File: config.mk
export PLATFORM = sky130hd
export DESIGN_NAME = axi_master_arbiter
export DESIGN_NICKNAME = d
export VERILOG_FILES = /design/src/rtl/axi_arb_pkg.sv /design/src/rtl/rr_arbiter.sv /design/src/rtl/axi_master_arbiter.sv
export SDC_FILE = /design/constraint.sdc
export NUM_CORES = 1
export LEC_CHECK = 0
export ABC_CLOCK_PERIOD_IN_PS = 3400
export BUFFER_PORTS_ARGS = -buffer_cell sky130_fd_sc_hd__buf_2
export CAP_MARGIN = 5
export CORE_AREA = 4 4 282 284
export CTS_BUF_LIST = sky130_fd_sc_hd__clkbuf_2 sky130_fd_sc_hd__clkbuf_4 sky130_fd_sc_hd__clkbuf_8
export DETAILED_ROUTE_END_ITERATION = 8
export DIE_AREA = 0 0 286 288
export MAX_ROUTING_LAYER = met4
export PLACE_DENSITY_LB_ADDON = 0.05
export SETUP_SLACK_MARGIN = 0.02
export SLEW_MARGIN = 20
export SYNTH_ARGS = -nofsm -noshare
export SYNTH_HDL_FRONTEND = slang
export SYNTH_SLANG_ARGS = --single-unit
File: constraint.sdc
create_clock -name ACLK -period 3.4 [get_ports ACLK]
set_input_delay 0.17 -clock ACLK [delete_from_list [all_inputs] [get_ports ACLK]]
set_output_delay 0.17 -clock ACLK [all_outputs]
set_load 0.01 [all_outputs]
File: src/rtl/axi_arb_pkg.sv
// Shared state encoding, AXI constants and size helper for the AXI master arbiter.
package axi_arb_pkg;

  typedef enum logic [2:0] {IDLE, WRITE, WRESP, RADDR, RDATA} state_t;

  localparam logic [1:0] BURST_INCR  = 2'b01;
  localparam logic [1:0] RESP_OKAY   = 2'b00;
  localparam logic [1:0] RESP_SLVERR = 2'b10;

  function automatic logic [2:0] size_log2(input int data_w);
    logic [2:0] r;
    r = 3'd0;
    for (int b = 0; b < 8; b++)
      if ((8 << b) == data_w) r = 3'(b);
    return r;
  endfunction

endpackage

File: src/rtl/rr_arbiter.sv
// Request picker: round-robin starting at ptr, or lowest-index-wins when
// AXI_ARB_FIXED_PRIO_EN is defined.
module rr_arbiter #(
  parameter int N     = 4,
  parameter int IDX_W = 2
) (
  input  logic [N-1:0]     req,
  input  logic [IDX_W-1:0] ptr,
  output logic [N-1:0]     grant,
  output logic [IDX_W-1:0] idx
);

  logic [IDX_W-1:0] start;
  logic [IDX_W-1:0] j;
  logic             found;

`ifdef AXI_ARB_FIXED_PRIO_EN
  logic unused_ptr;
  assign unused_ptr = ^ptr;
  assign start      = '0;
`else
  assign start = ptr;
`endif

  always_comb begin
    grant = '0;
    idx   = '0;
    found = 1'b0;
    j     = '0;
    for (int k = 0; k < N; k++) begin
      j = IDX_W'((int'(start) + k) % N);
      if (!found && req[j]) begin
        grant[j] = 1'b1;
        idx      = j;
        found    = 1'b1;
      end
    end
  end

endmodule

File: src/rtl/axi_master_arbiter.sv
// Shares one AXI4 master port among NUM_REQ single-beat requesters, one transaction at a time.
// Build option: define AXI_ARB_FIXED_PRIO_EN for fixed priority instead of round-robin.
module axi_master_arbiter
  import axi_arb_pkg::*;
#(
  parameter int NUM_REQ = 4,
  parameter int ADDR_W  = 32,
  parameter int DATA_W  = 64,
  parameter int ID_W    = 4
) (
  input  logic                  ACLK,
  input  logic                  ARESETn,
  input  logic [NUM_REQ-1:0]    req_valid,
  input  logic [NUM_REQ-1:0]    req_write,
  input  logic [NUM_REQ*ADDR_W-1:0] req_addr,
  input  logic [NUM_REQ*DATA_W-1:0] req_wdata,
  output logic [NUM_REQ-1:0]    req_ready,
  output logic [NUM_REQ-1:0]    rsp_valid,
  output logic [DATA_W-1:0]     rsp_rdata,
  output logic [1:0]            rsp_resp,
  output logic [ID_W-1:0]       M_AWID,
  output logic [ADDR_W-1:0]     M_AWADDR,
  output logic [7:0]            M_AWLEN,
  output logic [2:0]            M_AWSIZE,
  output logic [1:0]            M_AWBURST,
  output logic                  M_AWVALID,
  input  logic                  M_AWREADY,
  output logic [DATA_W-1:0]     M_WDATA,
  output logic [DATA_W/8-1:0]   M_WSTRB,
  output logic                  M_WLAST,
  output logic                  M_WVALID,
  input  logic                  M_WREADY,
  input  logic [ID_W-1:0]       M_BID,
  input  logic [1:0]            M_BRESP,
  input  logic                  M_BVALID,
  output logic                  M_BREADY,
  output logic [ID_W-1:0]       M_ARID,
  output logic [ADDR_W-1:0]     M_ARADDR,
  output logic [7:0]            M_ARLEN,
  output logic [2:0]            M_ARSIZE,
  output logic [1:0]            M_ARBURST,
  output logic                  M_ARVALID,
  input  logic                  M_ARREADY,
  input  logic [ID_W-1:0]       M_RID,
  input  logic [DATA_W-1:0]     M_RDATA,
  input  logic [1:0]            M_RRESP,
  input  logic                  M_RLAST,
  input  logic                  M_RVALID,
  output logic                  M_RREADY
);

  localparam int IDX_W = (NUM_REQ > 1) ? $clog2(NUM_REQ) : 1;

  state_t             state, state_n;
  logic [IDX_W-1:0]   ptr, ptr_next, gidx, arb_idx;
  logic [NUM_REQ-1:0] arb_grant;
  logic [ADDR_W-1:0]  addr_q;
  logic [DATA_W-1:0]  wdata_q;
  logic               aw_done, w_done;
  logic [ID_W-1:0]    gid;

  rr_arbiter #(.N(NUM_REQ), .IDX_W(IDX_W)) u_arb (
    .req   (req_valid),
    .ptr   (ptr),
    .grant (arb_grant),
    .idx   (arb_idx)
  );

  assign ptr_next = (arb_idx == IDX_W'(NUM_REQ - 1)) ? '0 : arb_idx + 1'b1;
  assign gid      = ID_W'(gidx);

  assign M_AWID    = gid;
  assign M_AWADDR  = addr_q;
  assign M_AWLEN   = 8'd0;
  assign M_AWSIZE  = size_log2(DATA_W);
  assign M_AWBURST = BURST_INCR;
  assign M_WDATA   = wdata_q;
  assign M_WSTRB   = '1;
  assign M_WLAST   = 1'b1;
  assign M_ARID    = gid;
  assign M_ARADDR  = addr_q;
  assign M_ARLEN   = 8'd0;
  assign M_ARSIZE  = size_log2(DATA_W);
  assign M_ARBURST = BURST_INCR;

  always_ff @(posedge ACLK or negedge ARESETn) begin
    if (!ARESETn) begin
      state   <= IDLE;
      ptr     <= '0;
      gidx    <= '0;
      addr_q  <= '0;
      wdata_q <= '0;
      aw_done <= 1'b0;
      w_done  <= 1'b0;
    end else begin
      state <= state_n;
      if (state == IDLE && |req_valid) begin
        gidx    <= arb_idx;
        addr_q  <= req_addr[int'(arb_idx)*ADDR_W +: ADDR_W];
        wdata_q <= req_wdata[int'(arb_idx)*DATA_W +: DATA_W];
        ptr     <= ptr_next;
        aw_done <= 1'b0;
        w_done  <= 1'b0;
      end
      // AW and W complete independently; each valid drops after its own handshake
      if (state == WRITE) begin
        aw_done <= aw_done | M_AWREADY;
        w_done  <= w_done | M_WREADY;
      end
    end
  end

  always_comb begin
    state_n   = state;
    req_ready = '0;
    rsp_valid = '0;
    rsp_rdata = '0;
    rsp_resp  = RESP_OKAY;
    M_AWVALID = 1'b0;
    M_WVALID  = 1'b0;
    M_BREADY  = 1'b0;
    M_ARVALID = 1'b0;
    M_RREADY  = 1'b0;
    case (state)
      IDLE: begin
        if (|req_valid) begin
          req_ready = arb_grant;
          state_n   = req_write[arb_idx] ? WRITE : RADDR;
        end
      end
      WRITE: begin
        M_AWVALID = !aw_done;
        M_WVALID  = !w_done;
        if ((aw_done || M_AWREADY) && (w_done || M_WREADY)) state_n = WRESP;
      end
      WRESP: begin
        M_BREADY = 1'b1;
        if (M_BVALID) begin
          rsp_valid[gidx] = 1'b1;
          rsp_resp        = (M_BID != gid) ? RESP_SLVERR : M_BRESP;
          state_n         = IDLE;
        end
      end
      RADDR: begin
        M_ARVALID = 1'b1;
        if (M_ARREADY) state_n = RDATA;
      end
      RDATA: begin
        M_RREADY = 1'b1;
        // non-last beats are consumed and dropped
        if (M_RVALID && M_RLAST) begin
          rsp_valid[gidx] = 1'b1;
          rsp_rdata       = M_RDATA;
          rsp_resp        = (M_RID != gid) ? RESP_SLVERR : M_RRESP;
          state_n         = IDLE;
        end
      end
      default: state_n = IDLE;
    endcase
  end

endmodule

==> Yosys cells after proc, flatten, opt, wreduce, memory -nomap -nowiden <==
Cells that the tools add are included.
{ "totals": {"wordCells": 122, "regBits": 105, "out_inout_bits": 250, "input_bits": 476} }
{ "classes": {"n_lt_le_gt_ge": 11, "bitwise_logic": 5, "n_reduce_logical": 22, "shift": 2, "eq_ne": 12, "addsub": 4, "n_mux": 59} }
{ "op_table": {"columns": ["op", "n"], "rows": [
  ["$shiftx 256x9->64", 1],
  ["$mux 64", 2],
  ["$shiftx 128x8->32", 1],
  ["$mux 4", 8],
  ["$mux 1", 21],
  ["$mux 2", 10],
  ["$lt 2x3->1 const B", 6],
  ["$mux 3", 5],
  ["$pmux 3 s5", 1],
  ["$or 4x4->4", 3],
  ["$logic_and 1x1->1", 11],
  ["$bmux 1 s2", 5],
  ["$demux 1 s2", 5],
  ["$ge 2x1->1 const B", 5],
  ["$ne 4x2->1", 2],
  ["$pmux 4 s2", 1],
  ["$eq 3x2->1 const B", 2],
  ["$ne 2x2->1 const B", 3],
  ["$logic_not 1->1", 5],
  ["$reduce_and 5->1", 1],
  ["$add 2x1->2 const B", 2],
  ["$add 2x2->2 const B", 2],
  ["$ne 2x1->1 const B", 2],
  ["$pmux 2 s2", 1],
  ["8 further kinds", 10]
]} }

==> Longest topological paths before layout <==
Gate-level depths: netlist of run 1.
{ "logic_depth": {"depth_word": 17, "ltp_mapped": 12} }

==> By module <==
A second synthesis of run 1 with hierarchy kept.
{ "unflattened": {"hier_cells": 596, "hier_area_um2": 8016.4} }
{ "modules_own_cells": {"columns": ["module", "cells_each", "area_per_inst_um2", "seq_area_each_um2", "n_inst"], "rows": [
  ["axi_master_arbiter", 550, 7597.3, 2627.5, 1],
  ["rr_arbiter", 46, 419.2, 0.0, 1]
]} }

==> Least setup slack after synthesis of run 1 <==
No wires, ideal clock.
{ "synth_path": {"path_type": "flip-flop to flip-flop", "from": "register ptr[0]", "to": "register addr_q[27], in the netlist M_ARADDR[27]", "t_arrival_ns": 2.727, "period_less_slack_ns": 2.870, "required_time_ns": 3.258, "stages_incl_launch_ff": 13, "slack_ns": 0.530, "setup_time_ns": 0.142, "path_cell_list": "dfrtp_1 buf_2 inv_1 ha_1 mux4_2 nor2b_4 nor3_2 a21boi_2 buf_6 buf_12 buf_12 mux2i_1 o221ai_1"} }
{ "synth_via": {"elab_chain_len": 13} }
{ "synth_lines": {"columns": ["item", "line_no", "text"], "rows": [
  ["start, declared", "axi_master_arbiter.sv:55", "logic [IDX_W-1:0] ptr, ptr_next, gidx, arb_idx;"],
  ["start signal, assigned", "axi_master_arbiter.sv:101", "ptr <= ptr_next;"],
  ["branches (longest 11 deep; another with $add 2x1->2)", null, null],
  ["$mux 2 (*)", "rr_arbiter.sv:32", "if (!found && req[j]) begin"],
  ["$shiftx 128x8->32 (*)", "axi_master_arbiter.sv:99", "addr_q <= req_addr[int'(arb_idx)*ADDR_W +: ADDR_W];"],
  ["end signal, assigned", "axi_master_arbiter.sv:99", null],
  ["end, declared", "axi_master_arbiter.sv:57", "logic [ADDR_W-1:0] addr_q;"]
]} }
Every way passes the cells marked *. The select of a mux whose other input is x is not followed.
A chain may end at the register's enable or synchronous reset.

==> Final worst setup path of run 1 <==
{ "layout_path": {"from": "register ptr[0]", "to": "register wdata_q[5], in the netlist M_WDATA[5]"} }
{ "layout_via": {"elab_chain_len": 13} }
{ "layout_lines": {"columns": ["item", "line_no", "text"], "rows": [
  ["branches (longest 11 deep; another with $add 2x1->2)", null, null],
  ["$mux 2 (*)", "rr_arbiter.sv:32", null],
  ["$shiftx 256x9->64 (*)", "axi_master_arbiter.sv:100", "wdata_q <= req_wdata[int'(arb_idx)*DATA_W +: DATA_W];"],
  ["end signal, assigned", "axi_master_arbiter.sv:100", null],
  ["end, declared", "axi_master_arbiter.sv:58", "logic [DATA_W-1:0] wdata_q;"]
]} }
Marked as above.

==> out/summary.txt, run 1 <==
RSZ-0062 raised after global routing - no
Req. time, crit path - 3.71 ns
Port bufs - 686
Starting DRT DRC Count - 214
Setup_tns - 0 ns
WL/cell - 18.1 microns
Max Clk Rate - 319 MHz
Switching power - 0.00543 W
# rows - 102
Combinational share of power - 0.705
Synth warn - 0
Post-synth EDFFs - 0
Vias in the first global route - 10,900
Finished Core Util - 0.199
Flop pwr share - 0.211
Total CTS buffers - 9
Clock-pin slew on the worst setup and hold paths - 0.13 ns
Post-route ant nets - 0
Setup slack after layout - 0.266 ns
LEAKAGE - 8.06 nW
CTS tree - yes
Antenna violations before repair - 8
First-pass GRT wire length - 70,200 microns
Largest net degree at the start of global routing - 67
Async S/R FF share, synth - 1.00
Worst EP arrival - 3.44 ns
Highest-count cells in the layout ignoring fill and taps - buf_2, dlygate4sd3_1, mux2i_1
Die W - 286 microns
CTS sink cnt - 105
Hold/Removal Path Class - in2reg
Io pins - 726
Gr ovfl total - 0
Worst Tran Pin Value - 0.741 ns
Die span in y - 288 microns
Clk pwr share - 0.083
Rel. slew slack - 0.506
DP HPWL - 38,300 microns
Root buf cell - clkbuf_8
Status - complete, no violations
GRT Util Overall - 0.118
Setup crit end kind - flip-flop
Worst Skew - 0.0445 ns
Fin crit period - 3.13 ns
Sw Share - 0.484
Mapped Area - 0.00813 sq mm
Drt pass-1 iters - 4
Power per Cell Area - 730 mW/mm^2
Post-synthesis sequential area ratio - 0.323
Core Area - 0.0771 sq mm
Placed cell areas - 0.0122 sq mm
Count of final setup violators - 0
Design Area, Final - 0.0154 sq mm
Synth Register Bits - 105
Cell Int Power - 0.00579 W
Clk Latency, worst-skew pair - 0.47 ns
IR drop worst, VDD - 359 uV
Layout cells sized above 1 - 0.431
Place WS - 0.280 ns
Initial Utilization - 0.106
Fin. max-slew vios - 0
Reg area - 0.00263 sq mm
Final GP Congestion - 0.781
Crit Path Class - reg2reg
Maximum buffer depth of the clock tree - 2
Top_reg_cell synth - dfrtp_1
Final Hold Fails - 0
Routed via count - 9,736
Library cells used by synthesis - 49
DR vias/cell - 3.51
Commonest non-fill, non-tap cell in the layout - buf_2
Area occupied by multi-input gates - 0.00452 sq mm
Max_cap viols - 0
Synth Instances - 816
NumNets Final - 2,207
DRC - 0
Die area - 0.0824 sq mm
Period utilization - 0.922
CP max FO - 16
CP Launch Type - flip-flop
DRT Wirelength - 50,100 microns
# fillers - 8,734
Synthesized area per cell - 9.97 sq um
CTS HTree Levels - 3
Area Growth Syn to Fin - 88.8%
power groups by stage:
stage	clock, W	sequential [W]	combinational (W)
floorplan	0	0.00252	0.00534
global placement	0	0.00242	0.00773
detailed placement	0	0.00240	0.00771
CTS	0.00103	0.00240	0.00810
global route	0.00105	0.00247	0.00869
finish	0.000934	0.00237	0.00791
area by class of cell:
type | count | share of cell area
Inverter | 3 | 0.000733
Clock buffer | 10 | 0.00896
Antenna cell | 7 | 0.00114
Multi-Input combinational cell | 602 | 0.294
Sequential cell | 105 | 0.171
Timing Repair Buffer | 1002 | 0.435
Clock inverter | 6 | 0.00367
Tap cell | 1040 | 0.0847
through the flow:
step	instances	total power (W)	hold WS, ns
floorplan	853	0.00786	-0.126
finish	2775	0.0112	0.0577
global placement	2462	0.0102	0.261
detailed placement	2462	0.0101	0.256
global route	2775	0.0122	0.0276
CTS	2766	0.0115	0.000146
synthesized netlist by cell type, types with 5 or more instances:
master | count | area (sq um)
mux2i_1 | 195 | 1950
nand2_1 | 110 | 413
dfrtp_1 | 105 | 2630
o221ai_1 | 96 | 841
buf_4 | 74 | 556
and2_1 | 64 | 400
clkbuf_1 | 38 | 143
nor2_1 | 20 | 75.1
buf_12 | 12 | 240
buf_6 | 8 | 90.1
ha_1 | 8 | 100
nor3_1 | 6 | 30.0
a21oi_1 | 5 | 25.0
buf_2 | 5 | 25.0
nand2b_1 | 5 | 31.3
cell families (layout without fill, tap and decap cells):
family          after synthesis  count (layout)  share of synthesized area
buf+inv                     146            1021                      0.141
mux                         200             200                      0.253
fa+ha+maj                     8               8                     0.0123
compound gates              128             128                      0.132
flops                       105             105                      0.323
other cells                   2              46                   0.000923
simple gates                221             221                      0.131
xor+xnor                      6               6                    0.00646
metal layers:
| layer | part of all wire | up-vias | global-route usage |
|---|---|---|---|
| met4 | 0.017 | 0 | 0.0329 |
| met3 | 0.068 | 41 | 0.0281 |
| met5 | 0 | - | - |
| met2 | 0.55 | 402 | 0.223 |
| met1 | 0.36 | 4602 | 0.120 |
| li1 | - | 4691 | - |
final timing paths:
kind	startpoint	endpoint	slack, ns	cells after the start
min in group asynchronous	ARESETn	M_ARADDR[27]$_DFFE_PN0P_	0.27	2
worst min register to register	M_WDATA[6]$_DFFE_PN0P_	M_WDATA[6]$_DFFE_PN0P_	0.50	2
worst max register to register	ptr[0]$_DFFE_PN0P_	M_WDATA[5]$_DFFE_PN0P_	0.27	10
worst min-delay path	req_addr[125]	M_ARADDR[29]$_DFFE_PN0P_	0.06	3
max in group asynchronous	ARESETn	M_WDATA[53]$_DFFE_PN0P_	2.28	3
worst max-delay path	ptr[0]$_DFFE_PN0P_	M_WDATA[5]$_DFFE_PN0P_	0.27	10
critical path: stages, from the launching register on:
cell and delay, ns:
dfrtp_2 0.44, inv_1 0.08, ha_1 0.36, mux4_2 0.41, nor2b_4 0.25, nor3_2 0.11, a21boi_4 0.24, buf_12 0.24
mux2i_1 0.20, dlygate4sd3_1 0.57, o221ai_1 0.11
state kept, by name (all words and copies together) (netlist names):
signal	count
M_WDATA	64
M_ARADDR	32
state	3
gidx	2
ptr	2
aw_done	1
w_done	1
repair_timing:
item,in CTS,in global routing
gates resized for setup,0,1
setup buffers,0,1
hold buffers,288,0
hold endpoints to repair,148,0
setup endpoints to repair,0,9
(Power assumes the default switching activity.)
==> inputs of run 2 (changes only) <==
--- a/config.mk
+++ b/config.mk
@@ -8,10 +8,12 @@
 export ABC_CLOCK_PERIOD_IN_PS = 3400
 export BUFFER_PORTS_ARGS = -buffer_cell sky130_fd_sc_hd__buf_2
 export CAP_MARGIN = 5
-export CORE_AREA = 4 4 282 284
+export CELL_PAD_IN_SITES_DETAIL_PLACEMENT = 0
+export CELL_PAD_IN_SITES_GLOBAL_PLACEMENT = 2
+export CORE_AREA = 4 4 277 279
 export CTS_BUF_LIST = sky130_fd_sc_hd__clkbuf_2 sky130_fd_sc_hd__clkbuf_4 sky130_fd_sc_hd__clkbuf_8
 export DETAILED_ROUTE_END_ITERATION = 8
-export DIE_AREA = 0 0 286 288
+export DIE_AREA = 0 0 281 283
 export MAX_ROUTING_LAYER = met4
 export PLACE_DENSITY_LB_ADDON = 0.05
 export SETUP_SLACK_MARGIN = 0.02
==> out/summary.txt, run 2 (synthesized netlist as in run 1, its figures left out) <==
DRT Wirelength - 53,300 microns (+6.3%)
IR drop worst, VDD - 587 uV (+63%)
Die area - 0.0795 sq mm (-3.5%)
Post-route ant nets - 0 (unchanged)
Cell family with most CP delay - buffers and inverters
CP peak stage delay - 0.57 ns (about the same)
CTS sink cnt - 105 (unchanged)
Root buf cell - clkbuf_8
Die span in y - 283 microns (-1.7%)
CP max FO - 25 (+9)
Starting DRT DRC Count - 245 (+14%)
Placed cell areas - 0.0121 sq mm (-0.66%)
CP Launch Type - flip-flop
Highest-count cells in the layout ignoring fill and taps - buf_2, dlygate4sd3_1, mux2i_1
Io pins - 726 (unchanged)
Max_cap viols - 0 (unchanged)
WL/cell - 19.4 microns (+7.5%)
Clock-pin slew on the worst setup and hold paths - 0.14 ns (about the same)
Count of final setup violators - 0 (unchanged)
CTS tree - yes
Initial Utilization - 0.110 (+0.00411)
Layout cells sized above 1 - 0.428 (-0.00239)
Area Growth Syn to Fin - 92.0%
# rows - 100 (-2.0%)
LEAKAGE - 8.19 nW (+1.6%)
Worst Tran Pin Value - 0.679 ns (-0.0614 ns)
Max reg flops - 64 (unchanged)
NumNets Final - 2,234 (+1.2%)
GRT Util Overall - 0.131 (+0.0137)
Die W - 281 microns (-1.7%)
Hold/Removal Path Class - in2reg
Largest net degree at the start of global routing - 108 (+61%)
Port bufs - 686 (unchanged)
Worst Skew - 0.0216 ns (-0.0229 ns)
Worst EP arrival - 3.55 ns (+0.11 ns)
Worst path slowest cell - dlygate4sd3_1
Drt pass-1 iters - 4 (unchanged)
Fin. max-slew vios - 0 (unchanged)
Rel. slew slack - 0.547 (+0.0409)
Cell repeated most along the worst path - buf_12
# fillers - 8,347 (-4.4%)
Commonest non-fill, non-tap cell in the layout - buf_2
DRC - 0 (unchanged)
Design Area, Final - 0.0156 sq mm (+1.7%)
Final GP Congestion - 0.757 (-3.1%)
Maximum buffer depth of the clock tree - 2 (unchanged)
Setup crit end kind - flip-flop
DP HPWL - 41,600 microns (+8.4%)
Crit Path Class - reg2reg
Routed via count - 9,870 (+1.4%)
Vias in the first global route - 10,700 (-1.2%)
Clk Latency, worst-skew pair - 0.46 ns (about the same)
Setup_tns - 0 ns (unchanged)
Period utilization - 0.945 (+0.0234)
RSZ-0062 raised after global routing - no
Status - complete, no violations
Max Clk Rate - 311 MHz (-2.5%)
Gr ovfl total - 0 (unchanged)
Req. time, crit path - 3.73 ns (+0.02 ns)
Core Area - 0.0742 sq mm (-3.7%)
DR vias/cell - 3.60 (+2.5%)
Fin crit period - 3.21 ns (+0.0795 ns)
CTS HTree Levels - 3 (unchanged)
Total CTS buffers - 9 (unchanged)
First-pass GRT wire length - 74,400 microns (+6.0%)
Crit path cell chain - inv_1 -> ha_2 -> mux4_2 -> nor2b_4 -> nor3_2 -> a21boi_4 -> buf_12 -> buf_12 -> mux2i_1 -> dlygate4sd3_1 -> o221ai_1
Buf/Inv on CP - 4 (+1)
Antenna violations before repair - 24 (+16)
Final Hold Fails - 0 (unchanged)
Power per Cell Area - 768 mW/mm^2 (+5.2%)
[run 2: area by class of cell]
class | instances | area, sq um | area share
tap | 969 | 1210 | 0.0777
multi-input combinational | 602 | 4520 | 0.289
antenna | 22 | 55.1 | 0.00353
clock inverter | 5 | 65.1 | 0.00417
clock buffer | 10 | 138 | 0.00881
timing repair buffer | 1029 | 6990 | 0.447
sequential | 105 | 2630 | 0.168
inverter | 3 | 11.3 | 0.000721
[run 2: where the power goes]
part	internal (W)	total [W]	switching, W	leakage [nW]
clock	0.000364	0.000959	0.000595	0.0966
sequential	0.00188	0.00235	0.000468	1.31
combinational	0.00427	0.00869	0.00441	6.79
[run 2: worst paths after layout]
| path | start | to | slack (ns) | cells past startpoint |
|---|---|---|---|---|
| setup reg to reg | ptr[1]$_DFFE_PN0P_ | M_WDATA[56]$_DFFE_PN0P_ | 0.19 | 11 |
| hold / removal | req_wdata[103] | M_WDATA[39]$_DFFE_PN0P_ | 0.06 | 3 |
| max in group asynchronous | ARESETn | M_WDATA[55]$_DFFE_PN0P_ | 2.27 | 3 |
| hold reg to reg | M_WDATA[37]$_DFFE_PN0P_ | M_WDATA[37]$_DFFE_PN0P_ | 0.49 | 2 |
| min in group asynchronous | ARESETn | M_WDATA[49]$_DFFE_PN0P_ | 0.20 | 2 |
| setup / recovery | ptr[1]$_DFFE_PN0P_ | M_WDATA[56]$_DFFE_PN0P_ | 0.19 | 11 |
[run 2: layer usage]
metal / GRT usage / wire (microns)
met3: 0.0434 / 4250
met1: 0.134 / 19800
met4: 0.0253 / 694
met2: 0.245 / 28500
met5: - / 0
[run 2: timing repair]
item	CTS	global route
gates resized for setup	0	3
buffers inserted	0	14
setup endpoints to repair	0	51
endpoints found under the hold margin	138	0
hold buffers	307	0
[run 2: worst min-delay path: cells and delay by family]
family,cells,cell delay (ns)
buffers and inverters,1,0.07
muxes,1,0.06
AOI/OAI and AO/OA,1,0.16
[run 2: per-stage QoR]
step | util | hold WS [ns] | instances | worst slack (ns) | power, W
6_report | 0.210 | 0.0613 | 2745 | 0.187 | 0.0120
5_1_grt | 0.210 | 0.00268 | 2744 | 0.0154 | 0.0130
4_1_cts | 0.208 | 0.00000855 | 2709 | 0.0618 | 0.0121
3_5_place_dp | 0.164 | 0.196 | 2387 | 0.364 | 0.0101
3_3_place_gp | 0.164 | 0.193 | 2387 | 0.405 | 0.0101
2_1_floorplan | - | -0.126 | 853 | 0.530 | 0.00786
